`src/rtl/instruction_fetch_unit.sv`:
```
// Instruction fetch unit with a direct-mapped instruction cache of LINES x 4 words.
// Misses fill a whole line from instruction memory; redirects during a fill are deferred.
module instruction_fetch_unit #(
  parameter int unsigned LINES    = 16,
  parameter logic [31:0] RESET_PC = 32'h0000_0000
) (
  input  logic        clock,
  input  logic        reset_n,
  input  logic        stall,
  input  logic        redirect,
  input  logic [31:0] redirect_pc,
  output logic        mem_req,
  output logic [31:0] mem_addr,
  input  logic        mem_valid,
  input  logic [31:0] mem_rdata,
  output logic [31:0] instruction,
  output logic [31:0] next_pc,
  output logic        hit
);

  localparam int unsigned IdxW = $clog2(LINES);
  localparam int unsigned TagW = 28 - IdxW;

  typedef enum logic [1:0] {StLookup, StFill, StUpdate} state_e;

  state_e             state_q, state_d;
  logic [31:0]        pc_q, pc_d;
  logic [1:0]         beat_q, beat_d;
  logic [LINES-1:0]   valid_q, valid_d;
  logic               pend_q, pend_d;
  logic [31:0]        pend_pc_q, pend_pc_d;
  logic               data_we, tag_we;

  logic [TagW-1:0]    tag_mem  [LINES];
  logic [31:0]        data_mem [LINES][4];

  logic [IdxW-1:0]    idx;
  logic [TagW-1:0]    tag;
  logic [1:0]         offset;

  assign offset = pc_q[3:2];
  assign idx    = pc_q[4 +: IdxW];
  assign tag    = pc_q[31 -: TagW];

  assign hit         = (state_q == StLookup) && valid_q[idx] && (tag_mem[idx] == tag);
  assign instruction = hit ? data_mem[idx][offset] : 32'h0;
  assign next_pc     = pc_q + 32'd4;
  // PC is frozen for the whole fill, so the request address is stable by construction.
  assign mem_req     = (state_q == StFill);
  assign mem_addr    = {pc_q[31:4], 4'b0000};

  always_comb begin
    state_d   = state_q;
    pc_d      = pc_q;
    beat_d    = beat_q;
    valid_d   = valid_q;
    pend_d    = pend_q;
    pend_pc_d = pend_pc_q;
    data_we   = 1'b0;
    tag_we    = 1'b0;
    unique case (state_q)
      StLookup: begin
        if (redirect) begin
          pc_d = {redirect_pc[31:2], 2'b00};
        end else if (hit) begin
          if (!stall) pc_d = pc_q + 32'd4;
        end else begin
          // Line is being overwritten; keep it invalid until the tag lands.
          state_d      = StFill;
          beat_d       = 2'd0;
          valid_d[idx] = 1'b0;
        end
      end
      StFill: begin
        if (redirect) begin
          pend_d    = 1'b1;
          pend_pc_d = {redirect_pc[31:2], 2'b00};
        end
        if (mem_valid) begin
          data_we = 1'b1;
          beat_d  = beat_q + 2'd1;
          if (beat_q == 2'd3) state_d = StUpdate;
        end
      end
      StUpdate: begin
        tag_we       = 1'b1;
        valid_d[idx] = 1'b1;
        state_d      = StLookup;
        pend_d       = 1'b0;
        if (redirect) begin
          pc_d = {redirect_pc[31:2], 2'b00};
        end else if (pend_q) begin
          pc_d = pend_pc_q;
        end
      end
      default: state_d = StLookup;
    endcase
  end

  always_ff @(posedge clock or negedge reset_n) begin
    if (!reset_n) begin
      state_q   <= StLookup;
      pc_q      <= {RESET_PC[31:2], 2'b00};
      beat_q    <= 2'd0;
      valid_q   <= '0;
      pend_q    <= 1'b0;
      pend_pc_q <= 32'h0;
    end else begin
      state_q   <= state_d;
      pc_q      <= pc_d;
      beat_q    <= beat_d;
      valid_q   <= valid_d;
      pend_q    <= pend_d;
      pend_pc_q <= pend_pc_d;
    end
  end

  always_ff @(posedge clock) begin
    if (data_we) data_mem[idx][beat_q] <= mem_rdata;
    if (tag_we)  tag_mem[idx]          <= tag;
  end

endmodule

```
`config.mk`:
```
export PLATFORM = sky130hd
export DESIGN_NAME = instruction_fetch_unit
export DESIGN_NICKNAME = d
export VERILOG_FILES = /design/src/rtl/instruction_fetch_unit.sv
export SDC_FILE = /design/constraint.sdc
export NUM_CORES = 2
export LEC_CHECK = 0
export CAP_MARGIN = 20
export CORE_ASPECT_RATIO = 0.6
export CORE_MARGIN = 2
export CORE_UTILIZATION = 55
export CTS_CLUSTER_DIAMETER = 40
export DETAILED_ROUTE_END_ITERATION = 12
export GPL_ROUTABILITY_DRIVEN = 1
export PLACE_DENSITY = 0.74
export SYNTH_ARGS = -nofsm -noshare
export SYNTH_HDL_FRONTEND = slang
export SYNTH_SLANG_ARGS = --single-unit
```
`constraint.sdc`:
```
create_clock -name clock -period 4.7 [get_ports clock]
set_clock_uncertainty 0.05 [all_clocks]
set_input_delay 1.175 -clock clock [delete_from_list [all_inputs] [get_ports clock]]
set_output_delay 1.175 -clock clock [all_outputs]
set_load 0.05 [all_outputs]
```
=== After elaboration in Yosys (flattened, before gate mapping) ===
Memory sizes are Yosys's and may differ from the RTL's.
Cells that the tools add are included.

* Bits in latches: 0
* ROM bits: 0
* Register bits: 83
* Logic and storage cells: 83
* Memories: 2
* Bits of input ports: 69
* Bits in writable memories: 2432

{| class="wikitable"
|+ Memory list
! memory !! words !! width !! read ports !! clocked after Yosys merged registers in !! write ports !! RTL line !! text
|-
| data_mem || 16 || 128 || 1 || 0 || 1 || 35 || <nowiki>logic [31:0] data_mem [LINES][4];</nowiki>
|-
| tag_mem || 16 || 24 || 1 || 0 || 1 || 34 || <nowiki>logic [TagW-1:0] tag_mem [LINES];</nowiki>
|}

* Div/mod/pow operators: 0
* Add/subtract/negate cells: 2
* Multiplexer cells: 37
* Shifts and indexed selects: 0
* Order comparisons: 5
* Eq/ne operators: 12
* Reductions and logical operators: 14
* $mul: 0
* Bitwise logic cells: 5

{| class="wikitable"
|+ Operators with widths
! cell !! count
|-
| $mux W32 || 9
|-
| $mux W128 || 1
|-
| $bmux W32 S2 || 1
|-
| $demux W32 S2 || 1
|-
| $pmux W32 S2 || 1
|-
| $add A32 B3 Y32 const B || 1
|-
| $mux W16 || 2
|-
| $pmux W16 S2 || 1
|-
| $eq A24 B24 Y1 || 1
|-
| $and A16 B16 Y16 || 1
|-
| $not A16 Y16 || 1
|-
| $or A16 B16 Y16 || 1
|-
| $mux W2 || 7
|-
| $reduce_and A4 Y1 || 3
|-
| $mux W1 || 9
|-
| $ne A3 B3 Y1 const B || 3
|-
| $pmux W2 S2 || 2
|-
| $ge A3 B3 Y1 const B || 2
|-
| $ne A2 B2 Y1 const B || 3
|-
| $not A2 Y3 || 2
|-
| $reduce_bool A2 Y1 || 3
|-
| $lt A4 B5 Y1 const B || 1
|-
| $bmux W1 S4 || 1
|-
| $demux W1 S4 || 1
|-
| other kinds (11) || 17
|}

=== Longest topological paths before layout ===
* Depth in word-level cells: 9
* Depth in mapped cells: 15
* Gate-level depth less buffers: 10

=== Worst setup path after synthesis ===
OpenSTA, ideal clock, no wires.

* Path type: reg-to-output
* Start: register pc_q[4]
* End: output port instruction[10]
* Buffers on the path: 6
* Arrival: 3.567 ns
* Stages on the path, launching flop included: 11
* Path slack: -0.092 ns
* Cell sequence: dfrtp_1 -> buf_6 -> buf_6 -> buf_6 -> buf_6 -> clkbuf_1 -> clkbuf_1 -> mux4_2 -> mux4_2 -> mux4_2 -> and2_1

* Word-level cells in the longest chain between the ends: 5

{| class="wikitable"
|+ Ends and longest elaborated chain
! item !! RTL line !! text
|-
| start, declared || 27 || <nowiki>logic [31:0] pc_q, pc_d;</nowiki>
|-
| start signal, assigned || 103 || <nowiki>pc_q <= {RESET_PC[31:2], 2'b00};</nowiki>
|-
| start signal, assigned || 110 || <nowiki>pc_q <= pc_d;</nowiki>
|-
| $mem_v2 Z16 W128 / $bmux W1 S4 (equally long branches) || -- ||
|-
| $bmux W32 S2 / $mux W1 (equally long branches) || 46, 45 ||
|-
| $mux W32 (not written as such) / $logic_and A1 B1 Y1 (equally long branches) (2 in a row) || 46, 45 ||
|-
| $mux W32 * || 46 || <nowiki>assign instruction = hit ? data_mem[idx][offset] : 32'h0;</nowiki>
|-
| end, declared || 16 || <nowiki>output logic [31:0] instruction,</nowiki>
|}

Mark *: on every way between the ends. The rest lies on a longest branch, timed or not. The select of a mux whose other input is x is not followed.

=== Worst setup path after layout ===
* Start: register pc_q[4]
* End: output port instruction[16]

The elaborated chain is that of the path after synthesis.

==> impl_metrics.csv <==
group,metric,value,unit
status,status,"finished with violations",
status,violations,"negative setup slack",
placement,place_congestion,0.915,
die,die_x,549,um
finish,fill_cells,10823,
drt,wl,274000,um
power_and_ir_drop,leakage,36.9,nW
critical_path,crit_path_end_kind,"output pin",
clocking,cts_root_buf,"clkbuf_16",
logic_synthesis,ys_warn_count,0,
sta,post-route-period-util,120,%
drt,via_per_inst,6.84,
logic_synthesis,ys.flop_type,"edfxtp_1",
logic_synthesis,ys_seq_area_share,76.5,%
drt,ant_nets,0,
grt,antenna_found_initial,19,
finish,fin_area,115000,um2
grt,grtUsageTotal,30.2,%
power_and_ir_drop,cellPowerDensity,595,nW/um2
die,boundaryPins,167,
clocking,cts_made_buffers,222,
clocking,clock-sinks,2513,
placement,dp_cells,6799,
critical_path,crit_start,"pc_q[4]",
power_and_ir_drop,p_clk_share,26.6,%
drt,vias,49946,
sta,max_freq,177,MHz
sta,setup_ws,-0.958,ns
finish,drive_above_1_share,36.6,%
logic_synthesis,netlist.area_leader.share,74.5,%
critical_path,worst_setup_path_start_kind,"register",
logic_synthesis,synth.distinct_cells,68,
sta,holdWs,0.346,ns
finish,mostFrequentLayoutCells,"edfxtp_1 (2,432), mux4_2 (752), buf_4 (242)",
finish,instances_no_fill,7301,
sta,min_period,5.66,ns
power_and_ir_drop,netSwitchingFraction,31.6,%
clocking,insertion_delay,0.86,ns
grt,first_global_vias,49505,
logic_synthesis,netlist_top_cells_area,"edfxtp_1 (74%), mux4_2 (17%), dfrtp_1 (2.1%)",
critical_path,r2r-start,"pc_q[4]",
power_and_ir_drop,pwr-share-seq,38.5,%
die,die_y,331,um
logic_synthesis,syn_inst,4236,
power_and_ir_drop,p_comb_share,34.9,%
sta,slew_viol_final,0,
critical_path,cp_max_fo,8,
die,dieArea,182000,um2
finish,nets,4838,
finish,syn2layout_area_growth,17.5,%
sta,tightest_slew,1.10,ns
flow_run,maxCapViolCount,0,
logic_synthesis,synth_seq_cells,2513,
clocking,cts_max_path_buffers,4,
logic_synthesis,ys_async_sr_fraction,3.22,%
logic_synthesis,synth.largest_area_cell,"edfxtp_1",
min_path,hold_class,"in2async",
critical_path,cp.required,3.47,ns
critical_path,rrSetupSlack,0.36,ns
clocking,clkTransAtPathRegs,0.07,ns
logic_synthesis,syn_area_per_cell,23.1,um2
drt,dr.pass1.iters,8,
drt,routedWlPerCell,37.5,um
grt,grt_max_degree,106,
sta,rsz0062_at_grt,"true",
sta,setup-violations-final,46,
die,core_area,176000,um2
die,start_util,55.6,%
logic_synthesis,synth_edf_count,2432,
finish,final_common_cell,"edfxtp_1",
die,row_count,119,
placement,hpwlAfterDp,142000,um
clocking,cts_tree,"done",
critical_path,cp.arrival,4.43,ns
grt,grt-ovfl-total,0,
finish,multi_input_area,22800,um2
placement,place_ws,-0.327,ns
power_and_ir_drop,p_sw,21.7,mW
drt,drc,0,
power_and_ir_drop,ir_drop,467,uV
power_and_ir_drop,total_power,68.5,mW
drt,drt_iter0_drc,8383,
logic_synthesis,netlist_area,98100,um2
power_and_ir_drop,intPower,46.8,mW
clocking,ctsHoldBuffers,0,
sta,slew_headroom,27.0,%
grt,grt_pass1_wl,380000,um
sta,hold_viol_final,0,
finish,regArea,75100,um2
clocking,htreeDepth,4,
critical_path,worstSetupPathType,"reg2out",
placement,dpl-instance-area,106000,um2
placement,port_buffers,158,
stage by stage:
step	TNS (ns)	utilization, %
2_1_floorplan	0	-
3_3_place_gp	-7.32	59.9
3_5_place_dp	-8.43	59.9
4_1_cts	-29.94	64.7
5_1_grt	-34.91	65.3
6_report	-32.72	65.3
final cells by class:
cell class                 instances  area share (%)
antenna                            4         0.00869
tap                             2359            2.56
sequential                      2513            65.2
multi-input combinational       1439            19.8
timing repair buffer             562            6.19
clock inverter                   132            1.12
inverter                          26           0.102
clock buffer                     266            5.02
timing repair:
item                       4_1_cts  5_1_grt
pin swaps                       28       30
resized for setup              137       69
cloned                          16        5
buffers inserted                38       32
setup endpoints to repair       57       46
worst max-delay path: stages, from the launching register on:
cell and delay, ns:
dfrtp_4 0.50, buf_8 0.14, buf_12 0.14, buf_16 0.15
buf_4 0.14, bufbuf_16 0.29, mux4_2 0.35, mux2_4 0.16
nand2_2 0.07, o41ai_4 0.10, nand3_2 0.21, a2111oi_4 0.31
buf_4 0.19, nand3_4 0.12, clkinv_8 0.10, buf_12 0.14
buf_8 0.12, and2_4 0.15, buf_12 0.13
state kept, by name (all words and copies together), names as in the netlist:
| signal | cells |
|---|---|
| data_mem | 2048 |
| tag_mem | 384 |
| pc_q | 30 |
| pend_pc_q | 30 |
| valid_q | 16 |
| beat_q | 2 |
| state_q | 2 |
| pend_q | 1 |
final timing paths:
kind / to / depth (start not counted)
min: pend_pc_q[6] / 1
max reg2reg: valid_q[3] / 20
min reg2reg: valid_q[13] / 1
min in group clock: valid_q[13] / 1
max in group asynchronous: beat_q[0] / 2
max: instruction[16] / 18
synthesized netlist by cell type, types with 9 or more instances:
master / number
a21o_1: 18
a21oi_1: 21
a22o_1: 15
and2_1: 38
buf_1: 57
buf_2: 31
buf_4: 41
buf_6: 9
clkbuf_1: 122
dfrtp_1: 81
edfxtp_1: 2432
inv_1: 23
mux2_2: 48
mux2i_1: 95
mux4_2: 752
nand2_1: 80
nand3_1: 26
nand4_1: 9
nor2_1: 115
nor3_1: 12
o21ai_0: 39
or3_1: 19
xnor2_1: 32
xor2_1: 16
power groups by stage:
stage | Combinational, mW | Clock [mW] | Sequential [mW]
3_5_place_dp | 21.4 | 0 | 26.9
6_report | 23.9 | 18.2 | 26.4
5_1_grt | 24.7 | 19.2 | 26.4
3_3_place_gp | 21.2 | 0 | 26.8
2_1_floorplan | 13.2 | 0 | 26.8
4_1_cts | 23.0 | 18.3 | 26.4
metal layers:
layer	share of wire, %	up-vias	global-route usage [%]
li1	-	19011	-
met1	37	26531	44.1
met2	45	3847	44.2
met3	14	537	9.10
met4	3.3	20	9.65
met5	0.065	-	0.179
kinds of logic (layout without fill, tap and decap cells):
family / after synthesis / in the layout / share of synthesized area (%)
buffers and inverters: 289 / 986 / 1.42
adder cells (fa/ha/maj): 5 / 5 / 0.0638
flip-flops: 2513 / 2513 / 76.5
XOR/XNOR: 48 / 48 / 0.429
AND/OR/NAND/NOR: 332 / 332 / 1.61
AO/OA/AOI/OAI: 147 / 147 / 1.03
other: 1 / 10 / 0.00382
multiplexers: 901 / 901 / 18.9
Power figures use the tool's default switching activity.
